## config.mk

```make
export PLATFORM = sky130hd
export DESIGN_NAME = pool_window_gen
export DESIGN_NICKNAME = d
export VERILOG_FILES = /design/src/rtl/pool_pkg.sv /design/src/rtl/pool_line_buffer.sv /design/src/rtl/pool_window_gen.sv
export SDC_FILE = /design/constraint.sdc
export NUM_CORES = 1
export LEC_CHECK = 0
export CAP_MARGIN = 20
export CORE_ASPECT_RATIO = 0.75
export CORE_MARGIN = 10
export CORE_UTILIZATION = 52
export DETAILED_ROUTE_END_ITERATION = 6
export GPL_TIMING_DRIVEN = 0
export PLACE_DENSITY = 0.76
export SYNTH_ARGS = -nofsm -noshare
export SYNTH_HDL_FRONTEND = slang
export SYNTH_SLANG_ARGS = --single-unit
```

## constraint.sdc

```tcl
create_clock -name clk -period 2.95 [get_ports clk]
set_input_delay 0.7375 -clock clk [delete_from_list [all_inputs] [get_ports clk]]
set_output_delay 0.7375 -clock clk [all_outputs]
set_load 0.05 [all_outputs]
```

## src/rtl/pool_pkg.sv

```systemverilog
// Shared definitions for the pooling datapath: fixed-point format and
// window element ordering used by pool_window_gen and max_pooling.
package pool_pkg;

  localparam int IL = 4;
  localparam int FL = 16;
  localparam int DW = IL + FL;

  typedef logic [DW-1:0] fx_t;

  // Window element positions inside the 2x2 window array
  localparam int TL = 0;
  localparam int TR = 1;
  localparam int BL = 2;
  localparam int BR = 3;

endpackage

```

## src/rtl/pool_line_buffer.sv

```systemverilog
// One-row line buffer: holds the even row of a 2x2 window pair.
// Written during even rows, read combinationally at col-1 and col
// while the following odd row completes windows.
module pool_line_buffer #(
  parameter int DW   = 20,
  parameter int COLS = 8,
  localparam int AW  = $clog2(COLS)
) (
  input  logic          clk,
  input  logic          we_i,
  input  logic [AW-1:0] waddr_i,
  input  logic [DW-1:0] wdata_i,
  input  logic [AW-1:0] raddr_i,
  output logic [DW-1:0] rd_prev_o,
  output logic [DW-1:0] rd_cur_o
);

  logic [DW-1:0] mem_q [COLS];
  logic [AW-1:0] prev_addr;

  // Clamp at column 0 so the address never leaves the array; the prev
  // port is only consumed at odd columns, where col-1 is always valid.
  always_comb begin
    prev_addr = '0;
    if (raddr_i != '0) prev_addr = raddr_i - 1'b1;
  end

  // Storage write; intentionally not reset, every entry is written
  // before it is read within a frame.
  always_ff @(posedge clk) begin
    if (we_i) mem_q[waddr_i] <= wdata_i;
  end

  assign rd_prev_o = mem_q[prev_addr];
  assign rd_cur_o  = mem_q[raddr_i];

endmodule

```

## src/rtl/pool_window_gen.sv

```systemverilog
// Assembles non-overlapping 2x2 stride-2 windows from a row-major
// activation stream. The even row goes into the line buffer, the odd
// row's even-column element is parked in `left`, and the odd-column
// element completes a window that is registered with a one-cycle pulse.
//
// Handshake: an element transfers on any rising edge where
// in_valid & in_ready. in_ready only depends on en, pool_ready and the
// current stream position (never on in_valid); only the completing
// element of a window waits for pool_ready.
module pool_window_gen
  import pool_pkg::*;
#(
  parameter int IL   = pool_pkg::IL,
  parameter int FL   = pool_pkg::FL,
  parameter int COLS = 8,
  parameter int ROWS = 8,
  localparam int DW  = IL + FL
) (
  input  logic                clk,
  input  logic                rst_n,
  input  logic                en,
  input  logic                in_valid,
  input  logic [DW-1:0]       in_data,
  output logic                in_ready,
  input  logic                pool_ready,
  output logic [3:0][DW-1:0]  win,
  output logic                win_ready,
  output logic                frame_done
);

  localparam int CW = $clog2(COLS);
  localparam int RW = $clog2(ROWS);
  localparam logic [CW-1:0] COL_LAST = CW'(COLS - 1);
  localparam logic [RW-1:0] ROW_LAST = RW'(ROWS - 1);

  logic [CW-1:0]        col_q, col_d;
  logic [RW-1:0]        row_q, row_d;
  logic [DW-1:0]        left_q, left_d;
  logic [3:0][DW-1:0]   win_q, win_d;
  logic                 win_ready_q, win_ready_d;
  logic                 frame_done_q, frame_done_d;

  logic                 odd_row, odd_col, completing, frame_last;
  logic                 accept, line_we;
  logic [DW-1:0]        line_prev, line_cur;

  assign odd_row    = row_q[0];
  assign odd_col    = col_q[0];
  assign completing = odd_row & odd_col;
  assign frame_last = (row_q == ROW_LAST) && (col_q == COL_LAST);
  assign in_ready   = en & (pool_ready | ~completing);
  assign accept     = in_valid & in_ready;
  assign line_we    = accept & ~odd_row;

  pool_line_buffer #(
    .DW   (DW),
    .COLS (COLS)
  ) u_line (
    .clk       (clk),
    .we_i      (line_we),
    .waddr_i   (col_q),
    .wdata_i   (in_data),
    .raddr_i   (col_q),
    .rd_prev_o (line_prev),
    .rd_cur_o  (line_cur)
  );

  // Next-state: advance position, capture left element, build window
  always_comb begin
    col_d        = col_q;
    row_d        = row_q;
    left_d       = left_q;
    win_d        = win_q;
    win_ready_d  = 1'b0;
    frame_done_d = 1'b0;
    if (accept) begin
      if (col_q == COL_LAST) begin
        col_d = '0;
        row_d = (row_q == ROW_LAST) ? '0 : row_q + 1'b1;
      end else begin
        col_d = col_q + 1'b1;
      end
      if (odd_row && !odd_col) left_d = in_data;
      if (completing) begin
        win_d[TL]    = line_prev;
        win_d[TR]    = line_cur;
        win_d[BL]    = left_q;
        win_d[BR]    = in_data;
        win_ready_d  = 1'b1;
        frame_done_d = frame_last;
      end
    end
  end

  // State registers; reset drops any partial window
  always_ff @(posedge clk or negedge rst_n) begin
    if (!rst_n) begin
      col_q        <= '0;
      row_q        <= '0;
      left_q       <= '0;
      win_q        <= '0;
      win_ready_q  <= 1'b0;
      frame_done_q <= 1'b0;
    end else begin
      col_q        <= col_d;
      row_q        <= row_d;
      left_q       <= left_d;
      win_q        <= win_d;
      win_ready_q  <= win_ready_d;
      frame_done_q <= frame_done_d;
    end
  end

  assign win        = win_q;
  assign win_ready  = win_ready_q;
  assign frame_done = frame_done_q;

endmodule

```

==> flow_summary.toml <==
[run_status]
status = "complete, no violations"

[synth]
seq_area_frac_synth_pct = 65.0
synth_area_um2 = 11500
postSynthCellCount = 729
ys_types = 33
synth_area_leaders = "edfxtp_1 (42%), dfrtp_1 (23%), mux4_2 (7.8%), mux2_2 (6.0%), mux2i_1 (5.2%)"
ys_ff_latch = 268
syn-num-nets = 761
yosysTopAreaCell = "edfxtp_1"
avgSynthCellArea_um2 = 15.8
synth_top_area_share_pct = 41.6
ys_warn_count = 0

[die]
start_util_pct = 52.6
core_area_um2 = 21900
die_w_um = 192
design.die.area_um2 = 28600
io_pins = 108
row_count = 47
dieHeight_um = 149

[global_routing]
overflow = 0
antenna_found_initial = 0
grt_usage_pct = 21.3
grt_pass1_vias = 7558
grt_max_degree = 64
grt_pass1_wl_mm = 46.0

[drt]
met3_length_mm = 3.56
wire_per_inst_um = 25.8
drt_first_iter_violations = 802
drc = 0
antenna_left = 0
drt_wl_total_mm = 30.4
wl_met1_mm = 12.8
vias_per_cell = 6.13
met2WireLength_mm = 13.4
dr.pass1.iters = 5
vias = 7241
top_layer = "met4"

[sta]
setup_violations = 0
hold_viol = 0
slew_headroom_pct = 42.9
max_freq_mhz = 353
drv_slew = 0
hold_slack_ns = 0.130
fin_skew_ns = 0.0123
tightest_slew_ns = 0.855
fin_crit_sh_pct = 95.9
fin_crit_ns = 2.83

[critical_path]
arrival_ns = 3.06
path_max_fanout = 11
worstPathRequired_ns = 3.18
r2r_cells = 9
reg2reg_from = "col_q[2]$_DFFE_PN0N_"
crit_type = "primary input to flip-flop"
worstSetupEndpointType = "flip-flop"
start_kind = "primary input"
crit_start = "en"

[clock_tree]
htreeDepth = 1
cts.clk_slew.worst_paths_ns = 0.07
clockBufferDepth = 3
cts.sinks = 268
cts_hold_buf = 0
clk-insertion-delay-late_ns = 0.53
cts_buffers = 26
cts_tree = "yes"
clockRootBuffer = "clkbuf_16"

[placement]
port_buffers = 107
hpwl_mm = 20.4
place.gp.congestion = 0.827

[power_and_ir_drop]
p_total_mw = 15.2
power_leakage_nw = 5.48
vdd_ir_drop_max_mv = 0.702
power.density_nw_per_um2 = 1080

[layout]
fin_nets = 901
area_growth_pct = 21.5
final_layout_size_suffix_gt1_share_pct = 23.3
n_antenna_cell = 0

[hold_path]
worstHoldPathType = "primary input to asynchronous set/reset pin"

[run]
max_cap_violations = 0
## per-stage QoR
step	area, um2	cells	setup TNS [ns]	setup slack, ns	utilization [%]
final	14000	1182	0	0.121	63.9
after global routing	14000	1182	-0.000328	-0.000328	63.9
after CTS	14000	1184	0	0.0410	64.0
after detailed placement	13200	1137	-32.96	-0.392	60.1
after global placement	13000	1130	-544.18	-3.26	59.2
after floorplan	11600	729	0	0.343	-
## timing repair
action | in CTS | in global routing
setup buffers | 0 | 0
gates resized for setup | 4 | 4
endpoints found under the setup margin | 17 | 20
## critical path: stages
cell and delay [ns]:
clkdlybuf4s50_1 0.55, o211ai_1 0.26, or3_1 0.52, nor2_2 0.72, buf_8 0.25
## layer usage
| metal | vias up | global-route usage [%] |
|---|---|---|
| met2 | 417 | 31.8 |
| li1 | 3086 | - |
| met1 | 3684 | 29.8 |
| met3 | 54 | 6.66 |
| met4 | 0 | 5.61 |
| met5 | - | 0 |
## where the power goes
part / internal (mW) / switching [mW] / total [mW] / leakage (nW)
combinational: 2.62 / 4.19 / 6.80 / 2.18
sequential: 4.69 / 0.386 / 5.07 / 2.88
clock: 1.92 / 1.38 / 3.29 / 0.416
## worst paths after layout
path	end	slack, ns
worst max-delay path	u_line.mem_q[7][0]$_DFFE_PP_	0.12
worst min-delay path	col_q[1]$_DFFE_PN0N_	0.13
worst max register to register	win[19]$_DFFE_PN0P_	0.15
worst min register to register	win[5]$_DFFE_PN0P_	0.48
max in group asynchronous	left_q[11]$_DFFE_PN0P_	2.15
min in group clk	win[5]$_DFFE_PN0P_	0.48
## layout make-up
class,instances,area [um2]
Fill cell,1550,7910
Sequential cell,268,7510
Multi-Input combinational cell,408,3720
Timing Repair Buffer,114,1210
Clock buffer,35,734
Tap cell,294,368
Buffer,46,347
Clock inverter,12,118
Inverter,5,18.8
## placed cells by master (no fill, tap or decap), types with 3 or more instances in the layout
cell type and n:
ha_1 7, clkinv_1 6, dfrtp_1 108, clkbuf_8 5, buf_2 9, edfxtp_1 160
clkdlybuf4s50_1 105, buf_8 4, clkinv_2 3, buf_4 10, o31ai_1 9, clkbuf_1 10
clkbuf_2 3, nor2_2 4, clkbuf_16 26, inv_1 4, buf_16 3, mux4_2 40
a32o_1 40, o31ai_2 11, buf_6 14, nand2_1 127, mux2i_1 60, o21ai_0 22
mux2_2 62
## cells in the mapped netlist, drive strengths merged
master     n
o2111ai    1
nand4      2
a21o       2
nor2       9
nor3       4
a32o      40
clkinv     1
ha         7
or2        1
o211ai     1
and2       2
mux2i     61
dfrtp    108
nor2b      2
mux2      62
o21a       1
nand2b     2
o21ai     22
buf       39
o31ai     20
inv        4
nand2    127
or3        2
clkbuf     9
edfxtp   160
mux4      40
## cell families (layout without fill, tap and decap cells)
| group | Yosys count | in the layout | share of synthesized area (%) |
|---|---|---|---|
| AO/OA/AOI/OAI | 87 | 87 | 6.53 |
| adder cells (fa/ha/maj) | 7 | 7 | 0.759 |
| buffers and inverters | 53 | 212 | 3.19 |
| flip-flops | 268 | 268 | 65.0 |
| multiplexers | 163 | 163 | 19.2 |
| AND/OR/NAND/NOR | 151 | 151 | 5.33 |
## sequential cells by signal, indices dropped and copies added (netlist names)
| signal | count |
|---|---|
| u_line.mem_q | 160 |
| win | 80 |
| left_q | 20 |
| col_q | 3 |
| row_q | 3 |
| frame_done | 1 |
| win_ready | 1 |
No activity file was read; power rests on OpenSTA's default activity.
